File: config.mk
export PLATFORM = sky130hd
export DESIGN_NAME = uart_tx_fifo
export DESIGN_NICKNAME = d
export VERILOG_FILES = /design/src/rtl/uart_tx_fifo.sv
export SDC_FILE = /design/constraint.sdc
export NUM_CORES = 1
export LEC_CHECK = 0
export CAP_MARGIN = 20
export CELL_PAD_IN_SITES_DETAIL_PLACEMENT = 1
export CELL_PAD_IN_SITES_GLOBAL_PLACEMENT = 2
export CORE_MARGIN = 4
export CORE_UTILIZATION = 48
export CTS_BUF_LIST = sky130_fd_sc_hd__clkbuf_2 sky130_fd_sc_hd__clkbuf_4 sky130_fd_sc_hd__clkbuf_8
export DETAILED_ROUTE_END_ITERATION = 10
export GPL_TIMING_DRIVEN = 0
export PLACE_DENSITY = 0.89
export SYNTH_ARGS = -nofsm -noshare
export SYNTH_HDL_FRONTEND = slang
export SYNTH_SLANG_ARGS = --single-unit
File: constraint.sdc
create_clock -name clk -period 3.13 [get_ports clk]
set_input_delay 0.626 -clock clk [delete_from_list [all_inputs] [get_ports clk]]
set_output_delay 0.626 -clock clk [all_outputs]
set_load 0.01 [all_outputs]
File: src/rtl/uart_tx_fifo.sv
// Transmit-side byte FIFO for the UART: buffers control-unit writes and hands the
// oldest byte to the transmitter, with occupancy count and sticky error flags.
module uart_tx_fifo #(
  parameter int unsigned dataBits      = 8,
  parameter int unsigned fifoWidth     = 4,
  parameter int unsigned fifoDepth     = 16,
  parameter int unsigned fifoCntrWidth = 5
) (
  input  logic                     clk,
  input  logic                     reset,
  input  logic                     wr,
  input  logic [dataBits-1:0]      wrData,
  input  logic                     rd,
  output logic [dataBits-1:0]      rdData,
  output logic                     empty,
  output logic                     full,
  output logic [fifoCntrWidth-1:0] count,
  output logic                     overflow,
  output logic                     underflow,
  input  logic                     clrErr
);

  logic [dataBits-1:0]      r_mem [fifoDepth];
  logic [fifoWidth-1:0]     r_wptr;
  logic [fifoWidth-1:0]     r_rptr;
  logic [fifoCntrWidth-1:0] r_cnt;
  logic [dataBits-1:0]      r_rd_data;
  logic                     r_overflow;
  logic                     r_underflow;

  logic                     w_empty;
  logic                     w_full;
  logic                     w_pop_ok;
  logic                     w_push_ok;
  logic [fifoWidth-1:0]     w_wptr_d;
  logic [fifoWidth-1:0]     w_rptr_d;
  logic [fifoCntrWidth-1:0] w_cnt_d;
  logic [dataBits-1:0]      w_rd_data_d;
  logic                     w_overflow_d;
  logic                     w_underflow_d;

  // Status is decoded from the occupancy counter, so full/empty never alias.
  assign w_empty = (r_cnt == '0);
  assign w_full  = (r_cnt == fifoCntrWidth'(fifoDepth));

  // A full FIFO still takes a push when a pop frees a slot in the same cycle.
  assign w_pop_ok  = rd && !w_empty;
  assign w_push_ok = wr && (!w_full || w_pop_ok);

  always_comb begin
    w_wptr_d      = r_wptr;
    w_rptr_d      = r_rptr;
    w_cnt_d       = r_cnt;
    w_rd_data_d   = r_rd_data;
    w_overflow_d  = clrErr ? 1'b0 : r_overflow;
    w_underflow_d = clrErr ? 1'b0 : r_underflow;

    if (w_push_ok) begin
      w_wptr_d = r_wptr + fifoWidth'(1);
    end
    if (w_pop_ok) begin
      w_rptr_d    = r_rptr + fifoWidth'(1);
      w_rd_data_d = r_mem[r_rptr];
    end

    unique case ({w_push_ok, w_pop_ok})
      2'b10:   w_cnt_d = r_cnt + fifoCntrWidth'(1);
      2'b01:   w_cnt_d = r_cnt - fifoCntrWidth'(1);
      default: w_cnt_d = r_cnt;
    endcase

    // A new error wins over a same-cycle clear.
    if (wr && !w_push_ok) begin
      w_overflow_d = 1'b1;
    end
    if (rd && !w_pop_ok) begin
      w_underflow_d = 1'b1;
    end
  end

  always_ff @(posedge clk or posedge reset) begin
    if (reset) begin
      r_wptr      <= '0;
      r_rptr      <= '0;
      r_cnt       <= '0;
      r_rd_data   <= '0;
      r_overflow  <= 1'b0;
      r_underflow <= 1'b0;
    end else begin
      r_wptr      <= w_wptr_d;
      r_rptr      <= w_rptr_d;
      r_cnt       <= w_cnt_d;
      r_rd_data   <= w_rd_data_d;
      r_overflow  <= w_overflow_d;
      r_underflow <= w_underflow_d;
    end
  end

  // Storage is deliberately not reset; stale entries sit outside the valid window.
  always_ff @(posedge clk) begin
    if (w_push_ok) begin
      r_mem[r_wptr] <= wrData;
    end
  end

  assign rdData    = r_rd_data;
  assign empty     = w_empty;
  assign full      = w_full;
  assign count     = r_cnt;
  assign overflow  = r_overflow;
  assign underflow = r_underflow;

endmodule

-- Yosys cells after proc, flatten, opt, wreduce, memory -nomap -nowiden
Memory sizes are Yosys's and may differ from the RTL's. A register that Yosys moved wholly into a read port is not among the register bits.
Index checks and enable logic that the tools add are counted.
- bits of input ports: 13
- bits in writable memories: 128
- register bits: 15
- word-level logic and storage cells: 32
- memories: 1
- output and inout port bits: 17
- equality and inequality tests: 3
- add/subtract/negate cells: 4
- mux-type cells: 6
- reductions and logical operators: 13
- memories (memory ; depth ; width ; rd ports ; clocked after memory_dff ; write ports ; RTL line ; RTL):
    r_mem ; 16 ; 8 ; 1 ; 1 ; 1 ; 23 ; logic [dataBits-1:0] r_mem [fifoDepth];
- operator list (kind ; number):
    $pmux 5 s2 ; 1
    $add 4x1->4 const B ; 2
    $reduce_bool 2->1 ; 3
    $add 5x1->5 const B ; 1
    $eq 5x5->1 const B ; 1
    $logic_not 5->1 ; 1
    $mux 1 ; 5
    $sub 5x1->5 const B ; 1
    $logic_and 1x1->1 ; 4
    $logic_not 1->1 ; 4
    $eq 2x1->1 const B ; 1
    $eq 2x2->1 const B ; 1
    $logic_or 1x1->1 ; 1

-- Depth between registers and ports, before layout
Gate-level depths: netlist of run 1.
- depth after elaboration: 8
- gate-level depth with buffers: 10
- mapped depth without buffers: 10

-- Worst setup path before layout of run 1
No wires, ideal clock.
- kind: register to register
- start point: register r_cnt[1], in the netlist count[1]
- end point: register r_cnt[4], in the netlist count[4]
- stages on the path, launching flop included: 10
- data required time: 3.043 ns
- path buffers: 0
- path slack: 0.530 ns
- clock period less this slack: 2.600 ns
- arrival: 2.513 ns
- library setup time: 0.087 ns
- path through: dfrtp_1 -> or4_4 -> o21ai_4 -> nor2_2 -> ha_1 -> nor2b_1 -> o21a_1 -> or2_1 -> o32a_1 -> o211ai_1
- cells in the longest elaborated chain, start to end: 7
- elaborated cells on any way between the ends: 13
- those cells by class: add/sub (2); eq/ne (3); mux (1); reduce/logical (7)
- ends and longest elaborated chain (element ; RTL line ; RTL):
    from (decl) ; 26 ; logic [fifoCntrWidth-1:0] r_cnt;
    from (signal assigned) ; 92 ; r_cnt <= w_cnt_d;
    $logic_not 5->1 ; 43 ; assign w_empty = (r_cnt == '0);
    $logic_not 1->1 ; 47 ; assign w_pop_ok = rd && !w_empty;
    $logic_and 1x1->1 ; 47 ;
    $logic_or 1x1->1 ; 48 ; assign w_push_ok = wr && (!w_full || w_pop_ok);
    $logic_and 1x1->1 ; 48 ;
    $eq 2x1->1 / $eq 2x2->1 (equally long branches) ; 66 ; unique case ({w_push_ok, w_pop_ok})
    $pmux 5 s2 / $reduce_bool 2->1 (equally long branches) ; -- ;
Several ways; a longest one is shown, not always the timed one.
A chain may end at the register's enable or synchronous reset.

-- Worst setup path after layout of run 1
- start point: register r_cnt[0], in the netlist count[0]
- end point: output port full
- cells in the longest elaborated chain, start to end: 1
- ends and longest elaborated chain (element ; RTL line ; RTL):
    $eq 5x5->1 ; 44 ; assign w_full = (r_cnt == fifoCntrWidth'(fifoDepth));
    to (decl) ; 16 ; output logic full,
Every way passes these cells.

==> impl_metrics.json, run 1 <==
{
  "core-area_sq_um": 12210,
  "cp-start-kind": "flop",
  "power.internal_w": 0.004233,
  "cts_inserted_buffers": 17,
  "layout_common_cells": "edfxtp_1 (128), mux4_2 (32), clkdlybuf4s50_1 (28), dfrtp_1 (23), nand2_1 (22)",
  "powerDensity_nw_per_um2": 871.4,
  "clock_skew_ns": 0.01185,
  "drv_cap": 0,
  "ctsHoldBuffers": 0,
  "place_hpwl_mm": 8.576,
  "min_period_ns": 2.844,
  "p_sw_share_pct": 30.90,
  "synth_largest_area_cell": "edfxtp_1",
  "nets": 396,
  "cp_data_required_time_ns": 2.50,
  "setup_slack_ns": 0.2863,
  "grt_first_pass_wirelength_mm": 19.95,
  "postSynthCellCount": 322,
  "clk_pin_slew_ns": 0.08,
  "cp_num_buf_inv": 2,
  "finalWirelength_mm": 12.74,
  "utilization_pct": 57.57,
  "path_cells": "nor4_2 > nand2_1 > inv_1 > clkdlybuf4s50_1",
  "drt_first_pass_iters": 5,
  "max_stage_delay_ns": 0.53,
  "arrival_ns": 2.22,
  "rows": 40,
  "drv_slew": 0,
  "avgSynthCellArea_sq_um": 18.95,
  "antenna_found_initial": 0,
  "grt-ovfl-total": 0,
  "cp-startpoint": "count[0]$_DFFE_PP0P_",
  "htree_num_levels": 4,
  "status": "finished clean",
  "grt_setup_unrepaired": "false",
  "syn_area_sq_um": 6101,
  "clkSinkCount": 151,
  "syn-num-nets": 344,
  "synth_seq_cells": 151,
  "die_area_sq_um": 14580,
  "dpl_worst_slack_ns": 0.03984,
  "viasPerCell": 5.598,
  "area_growth_pct": 15.24,
  "root_buffer": "clkbuf_8",
  "cts_setup_buffers": 0,
  "drc": 0,
  "cts_tree": "yes",
  "ys_seq_area_share_pct": 72.44,
  "final_common_cell": "edfxtp_1",
  "synth.area.top_cells": "edfxtp_1 (63%), mux4_2 (12%), dfrtp_1 (9.4%)",
  "fin_tns_setup_ns": 0,
  "grt_usage_pct": 19.08,
  "cts_buffer_depth": 2,
  "timing.final.crit_share_pct": 90.85,
  "setup_viol": 0,
  "tightest_slew_ns": 0.9728,
  "hold_viol_final": 0,
  "vdd_drop_max_mv": 0.3341,
  "io_pins": 30,
  "antenna_cells": 0,
  "cts_resized": 0,
  "yosysWarnings": 0,
  "critPathSlowestCell": "clkdlybuf4s50_1",
  "clkLatencyLatePin_ns": 0.45,
  "placed_cell_area_sq_um": 6616,
  "ant_nets": 0,
  "grt_max_degree": 24,
  "drive_gt1_share_pct": 22.48,
  "critPathTopFamily": "simple AND/OR/NAND/NOR gates",
  "clockPowerShare_pct": 23.7,
  "endpoint_kind": "output pin",
  "die_w_microns": 120.7,
  "fmax_mhz": 351.7,
  "gp_congestion": 0.7105,
  "yosysUniqueCellTypes": 38,
  "max-slew-margin-rel_pct": 34.91,
  "hp-class": "input port to async pin",
  "fin_area_sq_um": 7030,
  "timing_worst_setup_path_type": "flop to output pin",
  "combPwrFrac_pct": 32.9,
  "yosysTopAreaCellShare_pct": 63.00,
  "drt_iter0_markers": 259,
  "r2r-start": "count[0]$_DFFE_PP0P_",
  "wire_per_inst_microns": 22.95,
  "vias": 3107,
  "die_h_microns": 120.7,
  "seqPwrFrac_pct": 43.4,
  "start_util_pct": 49.96,
  "crit_fanout": 6,
  "port_buffers": 28,
  "power_switching_w": 0.001893,
  "power.leakage_nw": 2.410,
  "grt_pass1_vias": 3379
}
==> cell families after synthesis <==
kind of cell	Yosys count	synth area share, %
DFF	151	72.44
and+or+nand+nor	52	4.061
muxes	51	15.11
buffers and inverters	27	1.969
AOI/OAI and AO/OA	23	3.159
xor gates and xnor gates	9	1.292
adders and majority gates	9	1.969
==> metrics by stage <==
step	power, W	instances	hold WS [ns]
CTS	0.006194	554	0.4932
finish	0.006127	555	0.4516
detailed placement	0.004744	522	0.4730
global route	0.006460	555	0.4646
global placement	0.004645	518	0.4690
floorplan	0.004042	322	0.5188
==> final timing paths <==
check	end	slack, ns	depth (start not counted)
worst max-delay path	full	0.29	4
worst min-delay path	r_wptr[3]$_DFFE_PP0P_	0.45	2
worst max register to register	count[4]$_DFFE_PP0P_	0.34	9
worst min register to register	rdData[4]$_DFFE_PP0P_	0.49	2
max in group asynchronous	rdData[2]$_DFFE_PP0P_	2.25	3
min in group clk	rdData[4]$_DFFE_PP0P_	0.49	2
==> power by group through the flow <==
stage	Clock, W	Sequential [W]	Combinational (W)
2_1_floorplan	0	0.00270	0.00135
3_3_place_gp	0	0.00268	0.00196
3_5_place_dp	0	0.00270	0.00204
4_1_cts	0.00149	0.00266	0.00205
5_1_grt	0.00157	0.00269	0.00219
6_report	0.00145	0.00266	0.00202
==> area by class of cell <==
type	instances	area, sq um
multi-input combinational	144	1562
clock inverter	10	102.6
tap	168	210.2
sequential	151	4419
fill	1134	5181
buffer	17	82.58
timing repair buffer	33	332.8
clock buffer	22	284.0
inverter	10	37.54
==> state kept, by name, summed over array words and instances, names as in the netlist <==
signal,flops
r_mem,128
rdData,8
count,5
r_rptr,4
r_wptr,4
overflow,1
underflow,1
==> Yosys cell counts (all sizes together) <==
cell type	instances
nand2	22
mux2i	16
nor2b	2
nand3	1
or4	1
edfxtp	128
a21oi	3
nor3	4
nor4	1
dfrtp	23
o21a	2
o211ai	1
fa	1
o21bai	1
ha	8
mux2	3
o32a	1
o32ai	1
buf	14
clkbuf	3
nand4	2
inv	10
a21o	1
xnor2	9
nand2b	2
mux4	32
or2	2
o21ai	5
nor2	15
o221ai	8
==> routing by layer <==
metal	GRT usage [%]	wire length [microns]
met1	25.56	5253
met2	31.05	6544
met3	4.350	799
met4	6.586	142
met5	0	0
No activity file was read; power rests on OpenSTA's default activity.
==> inputs of run 2 (changes only) <==
--- a/config.mk
+++ b/config.mk
@@ -11,6 +11,7 @@
 export CORE_MARGIN = 4
 export CORE_UTILIZATION = 48
 export CTS_BUF_LIST = sky130_fd_sc_hd__clkbuf_2 sky130_fd_sc_hd__clkbuf_4 sky130_fd_sc_hd__clkbuf_8
+export CTS_CLUSTER_SIZE = 30
 export DETAILED_ROUTE_END_ITERATION = 10
 export GPL_TIMING_DRIVEN = 0
 export PLACE_DENSITY = 0.89
==> results of run 2 <==
Same layout as run 1: the final DEF is identical, and so are final timing and power.
==> inputs of run 3 (changes only) <==
--- a/config.mk
+++ b/config.mk
@@ -9,12 +9,12 @@
 export CELL_PAD_IN_SITES_DETAIL_PLACEMENT = 1
 export CELL_PAD_IN_SITES_GLOBAL_PLACEMENT = 2
 export CORE_MARGIN = 4
-export CORE_UTILIZATION = 48
+export CORE_UTILIZATION = 37
 export CTS_BUF_LIST = sky130_fd_sc_hd__clkbuf_2 sky130_fd_sc_hd__clkbuf_4 sky130_fd_sc_hd__clkbuf_8
 export CTS_CLUSTER_SIZE = 30
 export DETAILED_ROUTE_END_ITERATION = 10
 export GPL_TIMING_DRIVEN = 0
-export PLACE_DENSITY = 0.89
+export PLACE_DENSITY = 0.73
 export SYNTH_ARGS = -nofsm -noshare
 export SYNTH_HDL_FRONTEND = slang
 export SYNTH_SLANG_ARGS = --single-unit
==> impl_metrics.json, run 3 (same netlist as run 1, synthesis figures left out) <==
{
  "powerDensity_nw_per_um2": 859.7,
  "antenna_found_initial": 0,
  "rows": 46,
  "root_buffer": "clkbuf_8",
  "hp-class": "flop to flop",
  "utilization_pct": 43.96,
  "grt_setup_unrepaired": "false",
  "endpoint_kind": "flop",
  "fmax_mhz": 347.5,
  "rr_endpoint": "count[4]$_DFFE_PP0P_",
  "cts_inserted_buffers": 17,
  "largest_register_ffs": 128,
  "layout_common_cells": "edfxtp_1 (128), mux4_2 (32), clkdlybuf4s50_1 (28), dfrtp_1 (23), nand2_1 (22)",
  "ant_nets": 0,
  "drive_gt1_share_pct": 22.51,
  "gp_congestion": 0.7658,
  "nets": 392,
  "r2r-start": "count[0]$_DFFE_PP0P_",
  "port_buffers": 28,
  "area_growth_pct": 15.28,
  "finalWirelength_mm": 13.43,
  "drv_cap": 0,
  "grt_max_degree": 24,
  "cp-start-kind": "flop",
  "drc": 0,
  "wire_per_inst_microns": 22.45,
  "regToRegSetupSlack_ns": 0.25,
  "use_met3_pct": 4.108,
  "clkLatencyLatePin_ns": 0.44,
  "htree_num_levels": 4,
  "cts_resized": 0,
  "drt_first_pass_iters": 4,
  "clkSinkCount": 151,
  "ctsHoldBuffers": 0,
  "timing_worst_setup_path_type": "flop to flop",
  "cp-startpoint": "count[0]$_DFFE_PP0P_",
  "timing.final.crit_share_pct": 91.94,
  "setup_viol": 0,
  "io_pins": 30,
  "r2r_cells": 9,
  "grtUsageMet2_pct": 24.79,
  "vdd_drop_max_mv": 0.3364,
  "viasPerCell": 5.212,
  "min_period_ns": 2.878,
  "grt_usage_pct": 15.57,
  "endpoint": "count[4]$_DFFE_PP0P_",
  "tightest_slew_ns": 1.019,
  "hold_viol_final": 0,
  "fillers": 1576,
  "fin_area_sq_um": 7033,
  "clk_pin_slew_ns": 0.08,
  "die_h_microns": 136.4,
  "cts_buffer_depth": 2,
  "place_hpwl_mm": 8.978,
  "grt_pass1_vias": 3409,
  "top_register": "r_mem",
  "start_util_pct": 38.13,
  "drt_iter0_markers": 248,
  "core-area_sq_um": 16000,
  "cts_setup_buffers": 0,
  "status": "finished clean",
  "max-slew-margin-rel_pct": 31.80,
  "final_common_cell": "edfxtp_1",
  "grt-busiest-layer": "met2",
  "grt_first_pass_wirelength_mm": 20.64,
  "cts_tree": "yes",
  "placed_cell_area_sq_um": 6671,
  "crit_fanout": 6,
  "antenna_cells": 0,
  "power.leakage_nw": 2.360,
  "clock_skew_ns": 0.01466,
  "die_area_sq_um": 18610,
  "drv_slew": 0,
  "grt-ovfl-total": 0,
  "cp_data_required_time_ns": 3.48,
  "use_met1_pct": 20.83,
  "arrival_ns": 3.23,
  "die_w_microns": 136.4,
  "vias": 3117,
  "fin_tns_setup_ns": 0
}
[run 3: power by group]
group          switching [W]  total, W  internal, W
logic                0.00108   0.00204     0.000964
clock network       0.000719   0.00135     0.000626
registers           0.000159   0.00266      0.00250
[run 3: layout make-up]
type | instances | area, sq um | share of cell area, %
flip-flops and latches | 151 | 4419 | 62.84
multi-input cells | 144 | 1582 | 22.49
repair buffers | 29 | 295.3 | 4.199
well taps | 216 | 270.3 | 3.843
clock buffers | 18 | 241.5 | 3.434
clock inverters | 13 | 105.1 | 1.494
plain buffers | 17 | 82.58 | 1.174
inverters | 10 | 37.54 | 0.5337
[run 3: per-stage QoR]
stage | std cells | power [W] | setup slack, ns | hold WS, ns
global route | 598 | 0.006399 | 0.1190 | 0.5424
global placement | 566 | 0.004716 | -0.2917 | 0.4730
detailed placement | 566 | 0.004799 | 0.06156 | 0.4830
floorplan | 322 | 0.004042 | 0.5296 | 0.5188
finish | 598 | 0.006046 | 0.2522 | 0.4951
CTS | 597 | 0.006137 | 0.2324 | 0.5022
[run 3: per-layer routing]
layer,wire length [microns],share of wire [%]
met4,289,2.2
met2,6569,49
met3,582,4.3
met1,5988,45
met5,0,0
[run 3: worst min path at each step]
stage	from	to	slack, ns	cells past startpoint
5_1_grt	rdData[2]$_DFFE_PP0P_	rdData[2]$_DFFE_PP0P_	0.54	2
4_1_cts	rdData[2]$_DFFE_PP0P_	rdData[2]$_DFFE_PP0P_	0.50	2
6_report	rdData[2]$_DFFE_PP0P_	rdData[2]$_DFFE_PP0P_	0.50	2
2_1_floorplan	rdData[1]$_DFFE_PP0P_	rdData[1]$_DFFE_PP0P_	0.52	2
3_3_place_gp	rdData[2]$_DFFE_PP0P_	rdData[2]$_DFFE_PP0P_	0.47	2
3_5_place_dp	rdData[2]$_DFFE_PP0P_	rdData[2]$_DFFE_PP0P_	0.48	2
[run 3: critical path: stages (launching register included)]
cell and delay, ns:
dfrtp_1 0.46, or4_4 0.58, o21ai_4 0.24, nor2_2 0.12, ha_1 0.33, nor2b_1 0.14
o21a_1 0.18, or2_1 0.24, o32a_1 0.31, o211ai_1 0.18
==> RTL edit: new RTL, config.mk and constraints of run 3 <==
Change the parameter `fifoDepth` from 16 to 8.
--- a/src/rtl/uart_tx_fifo.sv
+++ b/src/rtl/uart_tx_fifo.sv
@@ -3,7 +3,7 @@
 module uart_tx_fifo #(
   parameter int unsigned dataBits      = 8,
   parameter int unsigned fifoWidth     = 4,
-  parameter int unsigned fifoDepth     = 16,
+  parameter int unsigned fifoDepth     = 8,
   parameter int unsigned fifoCntrWidth = 5
 ) (
   input  logic                     clk,
Function: changed (Yosys sat finds a counterexample within 10 cycles, from zero or initial values and one cycle with reset high).
==> RTL edit against run 3 <==
  * Synthesized cell count is 30% lower
  * Area after synthesis is 41% lower
  * Final area is 39% lower
  * Cell count is 33% lower
  * Routed wire length is 46% lower
  * Sequential power is 39% lower
  * Sequential cell count is 66 lower
  * Worst setup slack worse by 0.033 ns
  * Power is 36% lower
==> RTL edit: results (changes against run 3) <==
[outcome]
status = finished, final reports clean

[layout]
multi_input_area_share_pct = 25.3  ; +2.9 points
drive_above_1_share_pct = 18.4  ; -4.1 points
layout.area.seq_mm2 = 0.00245  ; -45%
n_all_buffers = 43  ; -6.5%
bufAreaShareNonClock_pct = 8.43  ; +3.1 points
fin_nets = 286  ; -27%
clkCellAreaFrac_pct = 5.24  ; +0.31 points
largest_reg_flops = 64  ; -50%
n_all_inverters = 7  ; -3
largest_cell_class = sequential cells
nMultiInputCombCells = 121  ; -16%
seq_cell_count = 85  ; -44%
fill_cells = 956  ; -39%

[synth]
synth_edf_count = 64  ; -50%
synth_commonest_cells = edfxtp_1, dfrtp_1, mux4_2
async_flop_share_pct = 24.7  ; +9.5 points
yosysSeqAreaShare_pct = 67.7  ; -4.8 points
synth_xor_area_share_pct = 1.45  ; +0.16 points
synthDistinctLibCells = 45  ; +18%
synthAdderAreaFrac_pct = 2.28  ; +0.31 points
netlist_instances = 226  ; -30%
netlist_top_cells_area = edfxtp_1, dfrtp_1, mux4_2
syn_nets = 245  ; -29%
muxShareOfSynthArea_pct = 13.5  ; -1.7 points
synth_compound_area_share_pct = 5.57  ; +2.4 points

[placement]
placed_cell_area_mm2 = 0.00409  ; -39%
hpwl_mm = 4.90  ; -45%
placedCellCount = 385  ; -32%
dp_slack_ns = -0.0155  ; -0.0771 ns
place.gp.congestion = 0.716  ; -6.6%

[floorplanning]
fp.dieW_um = 107  ; -22%

[clocking]
clock_latency_ns = 0.36  ; -0.08 ns
htree_levels = 3  ; -1
cts-buffers-inserted = 9  ; -8

[power_and_ir_drop]
peakVddDrop_mv = 0.449  ; +33%
power.density_mw_per_mm2 = 901  ; +4.8%
p_leak_nw = 1.52  ; -36%

[route]
dr_total_vias = 2000  ; -36%
viasPerCell = 4.99  ; -4.3%
first_iter_violations = 100  ; -60%

[setup_path]
critPathTopFamily = buffers and inverters
rrSetupSlack_ns = 0.44  ; +0.19 ns
r2r_cells = 8  ; -1
endpoint = empty
cp_slowest_cell = clkdlybuf4s50_1
timing.critical_path.from = count[2]
crit_fanout = 7  ; +1

[grt]
globalRouteTotalUtil_pct = 13.9  ; -1.7 points
grt_pass1_vias = 2135  ; -37%
grt_start_max_net_pins = 22  ; -8.3%

[timing]
whs_ns = 0.483  ; -0.0124 ns
finalCritPeriodShare_pct = 93.0  ; +1.1 points
skew_ns = 0.0148  ; +0.000156 ns

## RTL edit: layer usage
layer  vias up  share of wire [%]  global-route usage (%)
li1        954                  -                       -
met1      1011                 49                    19.5
met2        28                 47                    21.4
met3         7                3.3                    4.03
met4         0               0.97                    3.29
met5         -                  0                       0
## RTL edit: how the worst min path moves through the flow
| stage | endpoint | from | depth (start not counted) |
|---|---|---|---|
| after floorplan | r_wptr[0] | r_wptr[0] | 1 |
| after detailed placement | rdData[5] | rdData[5] | 2 |
| final | rdData[4] | rdData[4] | 2 |
| after global routing | rdData[0] | rdData[0] | 2 |
| after global placement | rdData[0] | rdData[0] | 2 |
| after CTS | rdData[5] | rdData[5] | 2 |
## RTL edit: worst min-delay path, cell delays in order (launching register included)
cell and delay, ns:
dfrtp_1 0.35, nand2_1 0.05, o21ai_0 0.06
## RTL edit: power breakdown
part           leakage [nW]  switching, mW  internal, mW
Combinational         0.574          0.715         0.692
Sequential            0.835          0.147          1.47
Clock                 0.111          0.410         0.459
